### config.mk
export PLATFORM = sky130hd
export DESIGN_NAME = page_pool_alloc
export DESIGN_NICKNAME = d
export VERILOG_FILES = /design/src/rtl/cache_pkg.sv /design/src/rtl/rr_arbiter.sv /design/src/rtl/page_pool_alloc.sv
export SDC_FILE = /design/constraint.sdc
export NUM_CORES = 1
export LEC_CHECK = 0
export ABC_AREA = 1
export CAP_MARGIN = 0
export CORE_MARGIN = 2
export CORE_UTILIZATION = 40
export CTS_CLUSTER_SIZE = 40
export DETAILED_ROUTE_END_ITERATION = 12
export GPL_ROUTABILITY_DRIVEN = 0
export MAX_ROUTING_LAYER = met4
export PLACE_DENSITY = 0.68
export SLEW_MARGIN = 20
export SYNTH_ARGS = -nofsm -noshare
export SYNTH_HDL_FRONTEND = slang
export SYNTH_SLANG_ARGS = --single-unit
export TNS_END_PERCENT = 5
### constraint.sdc
create_clock -name clk -period 7 [get_ports clk]
set_input_delay 0.7 -clock clk [delete_from_list [all_inputs] [get_ports clk]]
set_output_delay 0.7 -clock clk [all_outputs]
set_load 0.05 [all_outputs]
### src/rtl/cache_pkg.sv
// Shared types and helpers for the cache page allocator.
// Default-width typedefs match the 32-page / 4-channel configuration.
package cache_pkg;

    localparam int unsigned DefPages    = 32;
    localparam int unsigned DefChannels = 4;

    typedef logic [$clog2(DefPages)-1:0]    page_id_t;
    typedef logic [$clog2(DefChannels)-1:0] chan_id_t;

    // Free-page search order: lowest-index page first
    localparam bit LSB_TO_MSB = 1'b1;

    function automatic int unsigned cnt_width(input int unsigned pages);
        return $clog2(pages) + 1;
    endfunction

endpackage

### src/rtl/rr_arbiter.sv
// Combinational round-robin arbiter: first requester at or after ptr_i wins,
// wrapping from CHANNELS-1 back to 0.
module rr_arbiter #(
    parameter int unsigned CHANNELS = 4,
    localparam int unsigned CWIDTH  = (CHANNELS > 1) ? $clog2(CHANNELS) : 1
) (
    input  logic [CHANNELS-1:0] req_i,
    input  logic [CWIDTH-1:0]   ptr_i,
    output logic [CHANNELS-1:0] gnt_o,
    output logic [CWIDTH-1:0]   idx_o,
    output logic                valid_o
);

    always_comb begin
        int unsigned c;
        gnt_o   = '0;
        idx_o   = '0;
        valid_o = 1'b0;
        c       = 0;
        for (int unsigned k = 0; k < CHANNELS; k++) begin
            c = (32'(ptr_i) + k) % CHANNELS;
            if (!valid_o && req_i[c]) begin
                valid_o  = 1'b1;
                gnt_o[c] = 1'b1;
                idx_o    = CWIDTH'(c);
            end
        end
    end

endmodule

### src/rtl/page_pool_alloc.sv
// Multi-channel cache page allocator with round-robin grants, occupancy flags and
// double-free detection. Define PAGE_OWNER_CHECK_EN to add per-page owner checking.
module page_pool_alloc
    import cache_pkg::*;
#(
    parameter int unsigned PAGES     = 32,
    parameter int unsigned CHANNELS  = 4,
    parameter int unsigned LOW_WATER = 4,
    localparam int unsigned AWIDTH   = $clog2(PAGES),
    localparam int unsigned CWIDTH   = (CHANNELS > 1) ? $clog2(CHANNELS) : 1,
    localparam int unsigned CNTW     = cnt_width(PAGES)
) (
    input  logic                clk,
    input  logic                rst,
    input  logic [CHANNELS-1:0] req_i,
    output logic [CHANNELS-1:0] grant_o,
    output logic [AWIDTH-1:0]   grant_id_o,
    input  logic                clr_i,
    input  logic [AWIDTH-1:0]   clr_id_i,
    input  logic [CWIDTH-1:0]   clr_ch_i,
    input  logic                flush_i,
    output logic [CNTW-1:0]     free_cnt_o,
    output logic                page_empty_o,
    output logic                page_low_o,
    output logic                err_dbl_o,
    output logic                err_owner_o
);

    logic [PAGES-1:0]     free_q, free_d, iso;
    logic [2**AWIDTH-1:0] free_ext;
    logic [CNTW-1:0]      cnt_q, cnt_d;
    logic [CWIDTH-1:0]    rr_q, rr_d, arb_idx;
    logic [CHANNELS-1:0]  arb_gnt, grant_q, grant_d;
    logic [AWIDTH-1:0]    pg_id, grant_id_q, grant_id_d;
    logic                 arb_valid, do_grant, do_rel, clr_hit_free, owner_bad;
    logic                 err_dbl_q, err_dbl_d, err_owner_q, err_owner_d;

    rr_arbiter #(
        .CHANNELS(CHANNELS)
    ) u_arb (
        .req_i  (req_i),
        .ptr_i  (rr_q),
        .gnt_o  (arb_gnt),
        .idx_o  (arb_idx),
        .valid_o(arb_valid)
    );

    always_comb begin
        if (LSB_TO_MSB) begin
            iso = free_q & ~(free_q - PAGES'(1));
        end else begin
            iso = '0;
            for (int unsigned i = 0; i < PAGES; i++) begin
                if (free_q[i]) iso = PAGES'(1) << i;
            end
        end
        pg_id = '0;
        for (int unsigned i = 0; i < PAGES; i++) begin
            if (iso[i]) pg_id = AWIDTH'(i);
        end
    end

    // Out-of-range ids read as free so they report as a double-free
    always_comb begin
        free_ext              = '0;
        free_ext[PAGES-1:0]   = free_q;
        clr_hit_free          = (32'(clr_id_i) >= PAGES) || free_ext[clr_id_i];
    end

`ifdef PAGE_OWNER_CHECK_EN
    logic [CWIDTH-1:0] owner_q [2**AWIDTH];

    always_ff @(posedge clk or posedge rst) begin
        if (rst) begin
            for (int unsigned i = 0; i < 2**AWIDTH; i++) owner_q[i] <= '0;
        end else if (do_grant) begin
            owner_q[pg_id] <= arb_idx;
        end
    end

    assign owner_bad = clr_i && !clr_hit_free && (owner_q[clr_id_i] != clr_ch_i);
`else
    logic unused_clr_ch;
    assign unused_clr_ch = ^clr_ch_i;
    assign owner_bad     = 1'b0;
`endif

    always_comb begin
        do_grant    = arb_valid && (|free_q) && !flush_i;
        do_rel      = clr_i && !clr_hit_free && !owner_bad && !flush_i;
        err_dbl_d   = clr_i && clr_hit_free && !flush_i;
        err_owner_d = owner_bad && !flush_i;
        free_d      = free_q;
        cnt_d       = cnt_q;
        rr_d        = rr_q;
        grant_d     = '0;
        grant_id_d  = '0;
        if (flush_i) begin
            free_d = '1;
            cnt_d  = CNTW'(PAGES);
        end else begin
            if (do_grant) begin
                free_d     = free_d & ~iso;
                grant_d    = arb_gnt;
                grant_id_d = pg_id;
                rr_d       = (32'(arb_idx) == CHANNELS - 1) ? '0 : arb_idx + 1'b1;
            end
            // Selection above used the pre-release vector, so a released page waits a cycle
            for (int unsigned i = 0; i < PAGES; i++) begin
                if (do_rel && (32'(clr_id_i) == i)) free_d[i] = 1'b1;
            end
            cnt_d = cnt_q + CNTW'(do_rel) - CNTW'(do_grant);
        end
    end

    always_ff @(posedge clk or posedge rst) begin
        if (rst) begin
            free_q      <= '1;
            cnt_q       <= CNTW'(PAGES);
            rr_q        <= '0;
            grant_q     <= '0;
            grant_id_q  <= '0;
            err_dbl_q   <= 1'b0;
            err_owner_q <= 1'b0;
        end else begin
            free_q      <= free_d;
            cnt_q       <= cnt_d;
            rr_q        <= rr_d;
            grant_q     <= grant_d;
            grant_id_q  <= grant_id_d;
            err_dbl_q   <= err_dbl_d;
            err_owner_q <= err_owner_d;
        end
    end

    assign grant_o      = grant_q;
    assign grant_id_o   = grant_id_q;
    assign free_cnt_o   = cnt_q;
    assign page_empty_o = (cnt_q == '0);
    assign page_low_o   = (32'(cnt_q) <= LOW_WATER);
    assign err_dbl_o    = err_dbl_q;
    assign err_owner_o  = err_owner_q;

endmodule

== Word level (Yosys, flattened, before mapping) ==
Index checks and enable logic that the tools add are counted.
Storage, ports and cells
  register bits after elaboration: 50
  bits of input ports: 15
  output and inout port bits: 19
Cells by class
  add/sub/neg operators: 7
  order comparisons: 10
  eq/ne operators: 32
  multiplexer cells: 101
  bitwise operators: 8
  reduce and logical (&&, ||, !) cells: 86
Operator list (number)
  $mux W5: 28
  $reduce_bool A3 Y1: 32
  $eq A5 B5 Y1 const B: 16
  $and A32 B32 Y32: 2
  $mux W32: 2
  $not A32 Y32: 2
  $mux W1: 46
  $logic_and A1 B1 Y1: 45
  $eq A5 B4 Y1 const B: 8
  $reduce_or A32 Y1: 1
  $sub A32 B1 Y32 const B: 1
  $mux W4: 6
  $eq A5 B3 Y1 const B: 4
  $mux W2: 7
  $lt A2 B3 Y1 const B: 4
  $or A4 B4 Y4: 3
  $eq A5 B2 Y1 const B: 2
  $bmux W1 S2: 4
  $demux W1 S2: 4
  $ge A2 B1 Y1 const B: 4
  $add A6 B1 Y6: 1
  $le A6 B3 Y1 const B: 1
  $logic_not A6 Y1: 1
  $lt A5 B6 Y1 const B: 1
  12 further kinds: 19

== Longest topological paths before layout ==
  word-level depth: 36
  depth in mapped cells: 25

== Cells and area by module ==
Synthesis repeated with hierarchy kept, for this count alone.
Unflattened totals
  cell total of the unflattened synthesis: 545
  area total of the unflattened synthesis: 3878.7 um2
Modules (own cells, without submodules)
  page_pool_alloc: instances 1, cells each 471, area an instance 3438.3 um2, seq. area each 1292.5 um2
  rr_arbiter: instances 1, cells each 74, area an instance 440.4 um2, seq. area each 0.0 um2

== Least setup slack after synthesis ==
OpenSTA, ideal clock, no wires.
  path kind: input -> register
  start: input port clr_id_i[1]
  end: register cnt_q[4], in the netlist free_cnt_o[4]
  library setup time: 124 ps
  data arrival time: 3150 ps
  slack: 3726 ps
  cell stages on the path: 21
  buffers on the path: 1
  path through: nand2_1 > inv_2 > a22oi_1 > nand2_1 > nand2_1 > nand2_1 > a21oi_1 > o21ai_1 > o21ai_2 > nand2_1 > buf_2 > ha_1 > inv_1 > ha_1 > fa_1 > nand2_1 > inv_1 > nor2_1 > o21bai_1 > o21ai_0 > a21oi_1
On the way
  longest elaborated chain between the ends: 8
Ends and longest elaborated chain
  start, declared: line page_pool_alloc.sv:19  | input logic [AWIDTH-1:0] clr_id_i,
  $bmux W1 S5: line page_pool_alloc.sv:67  | clr_hit_free = (32'(clr_id_i) >= PAGES) || free_ext[clr_id_i];
  $mux W1 (not written as such): line page_pool_alloc.sv:67
  $logic_not A1 Y1: line page_pool_alloc.sv:90  | do_rel = clr_i && !clr_hit_free && !owner_bad && !flush_i;
  $logic_and A1 B1 Y1 (2 in series): line page_pool_alloc.sv:90
  $add A6 B1 Y6: line page_pool_alloc.sv:112  | cnt_d = cnt_q + CNTW'(do_rel) - CNTW'(do_grant);
  $sub A6 B1 Y6: line page_pool_alloc.sv:112
  $mux W6: line page_pool_alloc.sv:98  | if (flush_i) begin
  named net cnt_d[4]: line page_pool_alloc.sv:31  | logic [CNTW-1:0] cnt_q, cnt_d;
  end signal, assigned: line page_pool_alloc.sv:119  | cnt_q <= CNTW'(PAGES);
  end signal, assigned: line page_pool_alloc.sv:127  | cnt_q <= cnt_d;
  end, declared: line page_pool_alloc.sv:31
The timed path passes the listed nets, and every way through them passes these cells. The select of a mux whose other input is x is not followed.
A chain may end at the register's enable or synchronous reset.

==> metrics.md <==
| Metric | Value |
|---|---|
| Initial antenna violation count | 0 |
| Post-DP HPWL | a little over 7000 µm |
| Switching share of power | 0.4886 |
| Hold Crit Endpoint | free_ext[4] |
| Synth async-reset ratio | 1.000 |
| Core area | about 0.0088 mm² |
| Final worst path period share | 0.6120 |
| Worst hold-check path type | flip-flop to flip-flop |
| Largest net degree at the start of global routing | 51 |
| Critical path class | flip-flop to flip-flop |
| Status | finished clean |
| Max Clock Skew | 0.008321 ns |
| Pwr/cell area | roughly 300 mW/mm² |
| CTS buffer count | 5 |
| Worst Hold Depth | 2 |
| Predominant post-synthesis flop cell | dfstp_2 |
| Post-CTS Setup Bufs | 0 |
| Cells after Synth | 517 |
| Actual slew at the worst max-slew pin | 0.9314 ns |
| Max-slew violations | 0 |
| Global-route wire length before repair | approximately 16,000 µm |
| CP endpoint kind | flip-flop |
| Setup TNS | 0 ns |
| Seq/Total Area, Yosys | 0.3517 |
| Number of synthesized flops with an enable pin | 0 |
| Hold Startpoint | free_ext[4] |
| Synth area leaders | dfstp_2, dfrtp_1, nand2_1 |
| DRC | 0 |
| Die area | 0.009970 mm² |
| DR iter-0 viols | roughly 380 |
| # rows | 34 |
| Net switching power | 0.6014 mW |
| GRT Resource Usage Total | 0.2096 |
| Commonest non-fill, non-tap cell in the layout | nand2_1 |
| Routed vias | 3,587 |
| Max cap viols | 0 |
| WP data required | 7.25 ns |
| GRT overflow | 0 |
| Tmin final | approximately 4.3 ns |
| Antenna-violating nets left | 0 |
| Yosys warnings | 0 |
| Filler Cell Count | 877 |
| DIE HEIGHT | 99.85 µm |
| Post-CTS sizing | 0 |
| IO Count | 34 |
| CP arrival | 4.54 ns |
| CTS max path bufs | 2 |
| Synth area leader | dfstp_2 |
| Total Nets Final | about 570 |
| Final WL | 9814 µm |
| Comb pwr share | 0.547 |
| Final-report hold violation count | 0 |
| Port bufs | 30 |
| Antenna cells | 0 |
| Most frequent cells in the layout | nand2_1, nor2_1, inv_1 |
| Crit path largest cell delay | 0.77 ns |
| Synthesized area per cell | 7.108 µm² |
| Final setup violation count | 0 |
| Worst reg2reg endpoint | free_cnt_o[5] |
| Area after DPL | 0.004056 mm² |
| Slew Limit Headroom | 0.3784 |
| CTS Sinks | 50 |
| Int Power | 0.6294 mW |
| Leakage power | between 1.5 and 2 nW |
| Mapped Nets | 547 |
| Root Buffer | clkbuf_8 |
| Worst-Skew Late Latency | 0.32 ns |
| Vias in the first global route | around 3.4k |
| Slowest cell on the critical path | nor2_1 |
| Hold_buf cts | 0 |
| Area Growth Syn to Fin | 13.11% |
| Worst R2R Path Depth | 20 |
| Reg clk slew, reported paths | around 0.1 ns |
| Flop pwr share | 0.300 |
| Initial Util | 0.4173 |
| CTS tree | yes |
| Post-synth top area share | 0.2360 |
| Die X | 99.85 µm |
| WL per Instance | 15.08 µm |
| Synth unique cells | 44 |
| Clock power share | 0.153 |
| Initial DRT Pass Iterations | 6 |
| Worst IR Drop VDD | ~240 µV |
| Synthesized cell area | about 0.0037 mm² |
| Setup crit start kind | flip-flop |
| Share of layout cells above drive strength 1 | 0.1344 |
| RSZ-0062 raised after global routing | false |
| Fmax | 0.2334 GHz |
| Worst R2R Setup Slack | 2.72 ns |
| CP Cell Sequence | inv_2 -> ha_1 -> o21ai_0 -> nor2_1 -> nand3_1 -> nand2_2 -> nor2_1 -> ha_1 -> inv_1 -> ha_1 -> a21oi_1 -> inv_1 -> a31oi_1 -> nor2_1 -> nor2_1 -> inv_1 -> a21oi_1 -> inv_1 -> a21oi_1 -> o21ai_0 |
| Depth of the CTS H-tree | 2 |
| Vias per Instance | 5.510 |
| Seq cells post-synth | 50 |
| Post-route cell area | 0.004156 mm² |
| Crit Path Max Fanout | 21 |
==> metrics by stage <==
step | util | std cells | worst slack [ns] | power [mW] | hold slack [ns]
6_report | 0.4720 | 651 | 2.716 | 1.231 | 0.5283
5_1_grt | 0.4720 | 651 | 2.121 | 1.328 | 0.5532
3_5_place_dp | 0.4606 | 643 | 2.477 | 1.041 | 0.5226
4_1_cts | 0.4719 | 651 | 2.716 | 1.232 | 0.5309
2_1_floorplan | - | 517 | 3.726 | 0.8780 | 0.4869
3_3_place_gp | 0.4606 | 643 | 2.591 | 1.026 | 0.5115
==> per-layer routing <==
layer	global-route usage	vias to the layer above	share of wire
met5	-	-	0
met4	0.06428	0	0.019
met3	0.03482	15	0.063
met2	0.3295	127	0.46
met1	0.2790	1652	0.46
li1	-	1793	-
==> cells in the mapped netlist, types with 2 or more instances <==
cell type and n:
clkbuf_1 8, inv_2 6, buf_6 2, o22ai_1 8, nand3_1 35, o21ai_1 40, dfstp_2 33, o211ai_1 3
o41ai_1 3, nor4_1 4, nor2_1 68, nand4_1 25, inv_1 67, a31oi_1 2, dfrtp_1 17, a21oi_1 21
o2111ai_1 2, nand2_2 5, nand2_4 2, buf_2 4, ha_1 14, nor2_4 5, o21ai_0 30, nor2_2 2
a22oi_1 6, nor3_1 2, nand2_1 86
==> worst max path at each step <==
stage / to / slack, ns
after floorplan: free_cnt_o[4] / 3.73
after global placement: free_cnt_o[5] / 2.59
after detailed placement: free_cnt_o[5] / 2.48
after CTS: free_cnt_o[5] / 2.72
after global routing: free_cnt_o[5] / 2.12
final: free_cnt_o[5] / 2.72
==> final cells by class <==
cell class              count  area (µm²)  area share
clock buffers               6       82.58     0.01987
clock inverters             2       16.27    0.003913
inverters                  75       285.3     0.06863
multi-input cells         376        2014      0.4846
flip-flops and latches     50        1292      0.3110
well taps                 108       135.1     0.03251
repair buffers             34       330.3     0.07947
==> cells by family after synthesis <==
group / count (synthesis) / synth area share
AND/OR/NAND/NOR: 239 / 0.3088
adder cells (fa/ha/maj): 15 / 0.05312
flip-flops: 50 / 0.3517
other: 1 / 0.001020
buffers and inverters: 91 / 0.1001
AO/OA/AOI/OAI: 121 / 0.1852
==> sequential cells by signal (all words and copies together) (netlist names), named ones only <==
| register | flops |
|---|---|
| rr_q | 1 |
| grant_o | 4 |
| free_ext | 32 |
| grant_id_o | 5 |
| err_dbl_o | 1 |
| free_cnt_o | 6 |
==> power groups by stage <==
stage          Clock [mW]  Combinational [mW]  Sequential (mW)
5_1_grt             0.204               0.749            0.375
2_1_floorplan           0               0.420            0.458
3_5_place_dp            0               0.667            0.374
3_3_place_gp            0               0.653            0.374
4_1_cts             0.192               0.671            0.369
6_report            0.189               0.673            0.369
==> critical path, delay by kind of cell (launching register included) <==
kind | cells | cell delay (ns)
flip-flops | 1 | 0.56
AO/OA/AOI/OAI | 6 | 0.92
buffers and inverters | 5 | 0.39
AND/OR/NAND/NOR | 6 | 1.50
adder cells (fa/ha/maj) | 3 | 0.85
Note: power is estimated with default switching activity, not from simulation.
